### config.mk
export PLATFORM = sky130hd
export DESIGN_NAME = rgb_pixel_source
export DESIGN_NICKNAME = d
export VERILOG_FILES = /design/src/rtl/img_pkg.sv /design/src/rtl/gray_writeback.sv /design/src/rtl/rgb_pixel_source.sv
export SDC_FILE = /design/constraint.sdc
export NUM_CORES = 1
export LEC_CHECK = 0
export ABC_AREA = 1
export CAP_MARGIN = 20
export CELL_PAD_IN_SITES_DETAIL_PLACEMENT = 0
export CELL_PAD_IN_SITES_GLOBAL_PLACEMENT = 1
export CORE_MARGIN = 3
export CORE_UTILIZATION = 25
export CTS_CLUSTER_DIAMETER = 30
export DETAILED_ROUTE_END_ITERATION = 10
export PLACE_DENSITY_LB_ADDON = 0.1
export REMOVE_ABC_BUFFERS = 1
export SETUP_SLACK_MARGIN = 0.05
export SYNTH_ARGS = -nofsm -noshare
export SYNTH_HDL_FRONTEND = slang
export SYNTH_SLANG_ARGS = --single-unit
### constraint.sdc
create_clock -name clk -period 2.9 [get_ports clk]
set_input_delay 0.58 -clock clk [delete_from_list [all_inputs] [get_ports clk]]
set_output_delay 0.58 -clock clk [all_outputs]
set_load 0.05 [all_outputs]
### src/rtl/img_pkg.sv
// rtl/img_pkg.sv - shared image-pipeline state encoding and sizing helpers
package img_pkg;

    // Frame sequencing states shared by the pixel source and the grayscale consumer
    typedef enum logic [2:0] {
        IDLE   = 3'd0,
        PRIME  = 3'd1,
        STREAM = 3'd2,
        DRAIN  = 3'd3,
        FIN    = 3'd4
    } img_state_t;

    localparam int BYTES_PER_PIXEL = 3;

    // Bits needed to hold the values 0..max_count inclusive
    function automatic int cnt_width(input int max_count);
        return (max_count < 1) ? 1 : $clog2(max_count + 1);
    endfunction

endpackage

### src/rtl/gray_writeback.sv
// rtl/gray_writeback.sv - pixel counter and destination-memory write port
module gray_writeback
    import img_pkg::*;
#(
    parameter int NPIX = 4,
    parameter int AW   = 16,
    parameter int CW   = 4
) (
    input  logic             clk,
    input  logic             rst_n,
    input  img_state_t       state,
    input  logic             start,
    input  logic             gray_valid,
    input  logic [7:0]       gray_data,
    output logic             wr_en,
    output logic [AW-1:0]    wr_addr,
    output logic [7:0]       wr_data,
    output logic             pix_done
);

    logic [CW-1:0] pix_cnt;
    logic          active;
    logic          frame_start;

    assign active      = (state != IDLE);
    assign frame_start = (state == IDLE) && start;

    // Results beyond the last pixel of the frame are dropped, not written
    assign wr_en   = active && gray_valid && (pix_cnt < CW'(NPIX));
    assign wr_addr = AW'(pix_cnt);
    assign wr_data = gray_data;

    // Looks one write ahead so the frame can close the cycle after the final result
    assign pix_done = (pix_cnt == CW'(NPIX)) || (wr_en && (pix_cnt == CW'(NPIX - 1)));

    // Pixel counter: cleared when a frame begins, advanced on every accepted result
    always_ff @(posedge clk or negedge rst_n) begin
        if (!rst_n) begin
            pix_cnt <= '0;
        end else if (frame_start) begin
            pix_cnt <= '0;
        end else if (wr_en) begin
            pix_cnt <= pix_cnt + 1'b1;
        end
    end

endmodule

### src/rtl/rgb_pixel_source.sv
// rtl/rgb_pixel_source.sv - streams RGB bytes from memory and writes back grayscale results
module rgb_pixel_source
    import img_pkg::*;
#(
    parameter int WIDTH  = 2,
    parameter int HEIGHT = 2,
    parameter int AW     = 16
) (
    input  logic          clk,
    input  logic          rst_n,
    input  logic          start,
    output logic          rd_en,
    output logic [AW-1:0] rd_addr,
    input  logic [7:0]    rd_data,
    output logic [7:0]    dout,
    output logic          dout_valid,
    input  logic          pause,
    input  logic          gray_valid,
    input  logic [7:0]    gray_data,
    output logic          wr_en,
    output logic [AW-1:0] wr_addr,
    output logic [7:0]    wr_data,
    output logic          busy,
    output logic          done
);

    localparam int NPIX  = WIDTH * HEIGHT;
    localparam int TOTAL = BYTES_PER_PIXEL * NPIX;
    localparam int CW    = cnt_width(TOTAL);
    localparam logic [AW-1:0] LAST_ADDR = AW'(TOTAL - 1);
    localparam logic [CW-1:0] LAST_BYTE = CW'(TOTAL - 1);

    img_state_t    state;
    img_state_t    state_nxt;
    logic          rd_all;
    logic          rd_pend;
    logic [CW-1:0] acc_cnt;
    logic [7:0]    skid;
    logic          skid_valid;
    logic          accept;
    logic          last_accept;
    logic          pix_done;
    logic          frame_start;

    assign accept      = dout_valid && !pause;
    assign last_accept = accept && (acc_cnt == LAST_BYTE);
    assign frame_start = (state == IDLE) && start;
    assign busy        = (state != IDLE);
    assign done        = (state == FIN);

    // State register
    always_ff @(posedge clk or negedge rst_n) begin
        if (!rst_n) begin
            state <= IDLE;
        end else begin
            state <= state_nxt;
        end
    end

    // Next-state and read-strobe decode
    always_comb begin
        state_nxt = state;
        rd_en     = 1'b0;
        case (state)
            IDLE: begin
                if (start) begin
                    state_nxt = PRIME;
                end
            end
            PRIME: begin
                rd_en     = 1'b1;
                state_nxt = STREAM;
            end
            STREAM: begin
                rd_en = (!dout_valid || !pause) && !rd_all;
                if (last_accept) begin
                    state_nxt = DRAIN;
                end
            end
            DRAIN: begin
                if (pix_done) begin
                    state_nxt = FIN;
                end
            end
            FIN: begin
                state_nxt = IDLE;
            end
            default: begin
                state_nxt = IDLE;
            end
        endcase
    end

    // Read side: address advances per strobe and parks on the last byte of the frame
    always_ff @(posedge clk or negedge rst_n) begin
        if (!rst_n) begin
            rd_addr <= '0;
            rd_all  <= 1'b0;
            rd_pend <= 1'b0;
        end else if (frame_start) begin
            rd_addr <= '0;
            rd_all  <= 1'b0;
            rd_pend <= 1'b0;
        end else begin
            rd_pend <= rd_en;
            if (rd_en) begin
                if (rd_addr == LAST_ADDR) begin
                    rd_all <= 1'b1;
                end else begin
                    rd_addr <= rd_addr + 1'b1;
                end
            end
        end
    end

    // Output side: a read already in flight when the consumer stalls is parked in skid
    // and presented right after the held byte is taken, so no byte is lost or repeated
    always_ff @(posedge clk or negedge rst_n) begin
        if (!rst_n) begin
            dout       <= '0;
            dout_valid <= 1'b0;
            skid       <= '0;
            skid_valid <= 1'b0;
            acc_cnt    <= '0;
        end else if (frame_start) begin
            dout_valid <= 1'b0;
            skid_valid <= 1'b0;
            acc_cnt    <= '0;
        end else begin
            if (accept) begin
                acc_cnt <= acc_cnt + 1'b1;
            end
            if (rd_pend) begin
                if (dout_valid && !accept) begin
                    skid       <= rd_data;
                    skid_valid <= 1'b1;
                end else begin
                    dout       <= rd_data;
                    dout_valid <= 1'b1;
                end
            end else if (accept) begin
                if (skid_valid) begin
                    dout       <= skid;
                    skid_valid <= 1'b0;
                end else begin
                    dout_valid <= 1'b0;
                end
            end
        end
    end

    gray_writeback #(
        .NPIX (NPIX),
        .AW   (AW),
        .CW   (CW)
    ) u_gray_writeback (
        .clk        (clk),
        .rst_n      (rst_n),
        .state      (state),
        .start      (start),
        .gray_valid (gray_valid),
        .gray_data  (gray_data),
        .wr_en      (wr_en),
        .wr_addr    (wr_addr),
        .wr_data    (wr_data),
        .pix_done   (pix_done)
    );

endmodule

==> results_dict.tcl <==
set metrics [dict create \
    status "completed" \
    drc_errors 0 \
    min_period_ns 2.41 \
    max_freq_mhz 415 \
    power_frac_comb_pct 54.4 \
    numPortBuffers 45 \
    ys_async_sr_fraction_pct 100 \
    p_leak_nw 1.52 \
    grt_pass1_vias 2219 \
    critPathLaunchType "input pin" \
    cts-resized-gates 0 \
    vias_per_cell 4.30 \
    die_w_um 110 \
    period_share_pct 83.2 \
    required_ns 2.32 \
    grt_max_degree 23 \
    ys_seq_area_share_pct 43.6 \
    dieArea_mm2 0.0121 \
    dr.pass1.iters 4 \
    finalMaxSlewViolations 0 \
    rsz0062_at_grt "false" \
    place.gp.congestion 0.726 \
    avgSynthCellArea_um2 7.67 \
    crit_path_cell_trace "clkdlybuf4s50_1 -> nand2_1 -> nand2_1 -> o21ai_1 -> buf_12" \
    fin_ws_ns 0.488 \
    io_pins 74 \
    irDropWorstVdd_v 0.000273 \
    slew_headroom_pct 64.7 \
    root_buffer "clkbuf_8" \
    antennaDiodeCount 0 \
    routed_wl_um 6970 \
    finalSetupViolations 0 \
    cts_tree "built" \
    insertion_delay_ns 0.31 \
    cp_data_arrival_time_ns 1.83 \
    path_max_fanout 5 \
    detail-route-antenna-nets 0 \
    grt_pass1_wl_um 11400 \
    final_layout_size_suffix_gt1_share_pct 8.38 \
    h-tree-depth 2 \
    worstSetupPathType "input pin to output port" \
    max_stage_delay_ns 0.52 \
    clockBufferDepth 2 \
    hold_class "input pin to async pin" \
    via_count 2278 \
    synth_area_mm2 0.00270 \
    syn2layout_area_growth_pct 22.7 \
    drt-initial-drc-count 58 \
    setup.worst_path.end_class "output port" \
    maxCapViolCount 0 \
    rows 37 \
    fin_skew_ns 0.0137 \
    slowest_stage "clkdlybuf4s50_1" \
    start_util_pct 25.9 \
    synth_edf_count 0 \
    internal_power_mw 1.69 \
    swShare_pct 49.7 \
    dieHeight_um 110 \
    hold_viol_final 0 \
    power-per-cell-area_mw_per_mm2 1020 \
    hold_buffers 0 \
    grt-ovfl-total 0 \
    tightest_slew_ns 0.527 \
    yosysUniqueCellTypes 31 \
    crit_top_cell "nand2_1" \
    dp_hpwl_um 5110 \
    syn_inst 352 \
    wire_per_inst_um 13.1 \
    clk_pin_slew_worst_paths_ns 0.10 \
    grt_antenna_before_repair 0 \
    clock_sinks 47 \
    seqPwrFrac_pct 30.8 \
    switchingPower_mw 1.67 \
    yosys_register_bits 47 \
    track_usage_pct 12.1 \
    nets 418 \
    cts_inserted_buffers 5 \
    synth_flop_cell "dfrtp_1" \
    core-area_mm2 0.0104 \
    ys_warn_count 0 \
    clock_power_share_pct 14.8 \
    fin_setup_tns_ns 0 \
    postCtsSetupBuffers 0 \
    place_ws_ns 0.496 \
]
==> cell families (layout without fill, tap and decap cells) <==
family | count (synthesis) | after routing | synth area share [%]
fa+ha+maj | 4 | 4 | 1.85
flops | 47 | 47 | 43.6
xor+xnor | 8 | 8 | 2.60
buf+inv | 61 | 92 | 12.3
other cells | 1 | 12 | 0.139
simple gates | 178 | 178 | 28.2
compound gates | 53 | 53 | 11.4
==> cells in the mapped netlist (3+ instances only) <==
cell | count | share of area [%]
nand2_1 | 86 | 12
nor2_1 | 52 | 7.2
dfrtp_1 | 47 | 44
inv_1 | 29 | 4.0
buf_4 | 22 | 6.1
nand3_1 | 22 | 4.1
a21oi_1 | 18 | 3.3
o21ai_0 | 18 | 3.3
nand4_1 | 9 | 2.1
xor2_1 | 7 | 2.3
o21ai_1 | 5 | 0.93
ha_1 | 4 | 1.9
inv_2 | 4 | 0.56
o21ai_2 | 3 | 0.97
o21bai_1 | 3 | 0.83
==> stage by stage <==
step / instances / util [%] / cell area (um2) / total power [mW] / hold WS (ns)
after floorplan: 336 / - / 2540 / 2.30 / 0.284
after global placement: 522 / 30.7 / 3200 / 2.91 / 0.467
after detailed placement: 522 / 30.7 / 3200 / 2.92 / 0.476
after CTS: 530 / 31.8 / 3310 / 3.44 / 0.145
after global routing: 530 / 31.8 / 3310 / 3.65 / 0.145
final: 530 / 31.8 / 3310 / 3.37 / 0.140
==> cells in the final DEF, fill, tap and decap left out, drive strengths merged, types with 2 or more instances in the layout <==
| cell type | count |
|---|---|
| clkbuf | 5 |
| o21bai | 3 |
| nor3 | 2 |
| conb | 12 |
| inv | 34 |
| a21oi | 21 |
| xor2 | 7 |
| o21ai | 26 |
| nand4 | 10 |
| a31oi | 2 |
| nand2 | 87 |
| clkinv | 2 |
| buf | 8 |
| ha | 4 |
| dfrtp | 47 |
| clkdlybuf4s50 | 42 |
| nand3 | 24 |
| nor2 | 54 |
==> final timing paths <==
| path | cells after the start | start | to | slack [ns] |
|---|---|---|---|---|
| worst max register to register | 7 | rd_addr[0] | rd_addr[10] | 1.11 |
| worst max-delay path | 5 | pause | rd_en | 0.49 |
| worst min register to register | 2 | skid[7] | skid[7] | 0.50 |
| min in group clk | 2 | skid[7] | skid[7] | 0.50 |
| max in group asynchronous | 2 | rst_n | rd_addr[14] | 2.14 |
| worst min-delay path | 1 | rst_n | skid[1] | 0.14 |
==> flip-flops by register name, indices dropped and copies added, names as in the netlist <==
register and count:
rd_addr 16, dout 8, skid 8, acc_cnt 4, u_gray_writeback.pix_cnt 4, state 3, dout_valid 1, rd_all 1
rd_pend 1, skid_valid 1
==> cell type report <==
| type | instances | area, um2 |
|---|---|---|
| clock buffers | 5 | 68.8 |
| clock inverters | 3 | 43.8 |
| fillers | 1169 | 7100 |
| inverters | 34 | 130 |
| multi-input cells | 255 | 1230 |
| flip-flops and latches | 47 | 1180 |
| well taps | 136 | 170 |
| repair buffers | 50 | 490 |
==> layer usage <==
| metal | global-route usage [%] | up-vias | part of all wire [%] | wire length [um] |
|---|---|---|---|---|
| li1 | - | 1181 | - | - |
| met1 | 15.9 | 1041 | 47 | 3250 |
| met2 | 20.0 | 51 | 48 | 3320 |
| met3 | 3.11 | 5 | 4.9 | 340 |
| met4 | 2.94 | 0 | 0.79 | 55 |
| met5 | 0 | - | 0 | 0 |
==> power groups by stage <==
stage	sequential [mW]	clock, mW	combinational [mW]
finish	1.04	0.500	1.83
global route	1.07	0.546	2.03
CTS	1.04	0.526	1.87
detailed placement	1.05	0	1.86
global placement	1.05	0	1.86
floorplan	1.36	0	0.935
==> critical path: cells and delay by family <==
kind | cells | cell delay (ns)
buffers and inverters | 2 | 0.70
AND/OR/NAND/NOR | 2 | 0.24
AO/OA/AOI/OAI | 1 | 0.30
No activity file was read; power rests on OpenSTA's default activity.
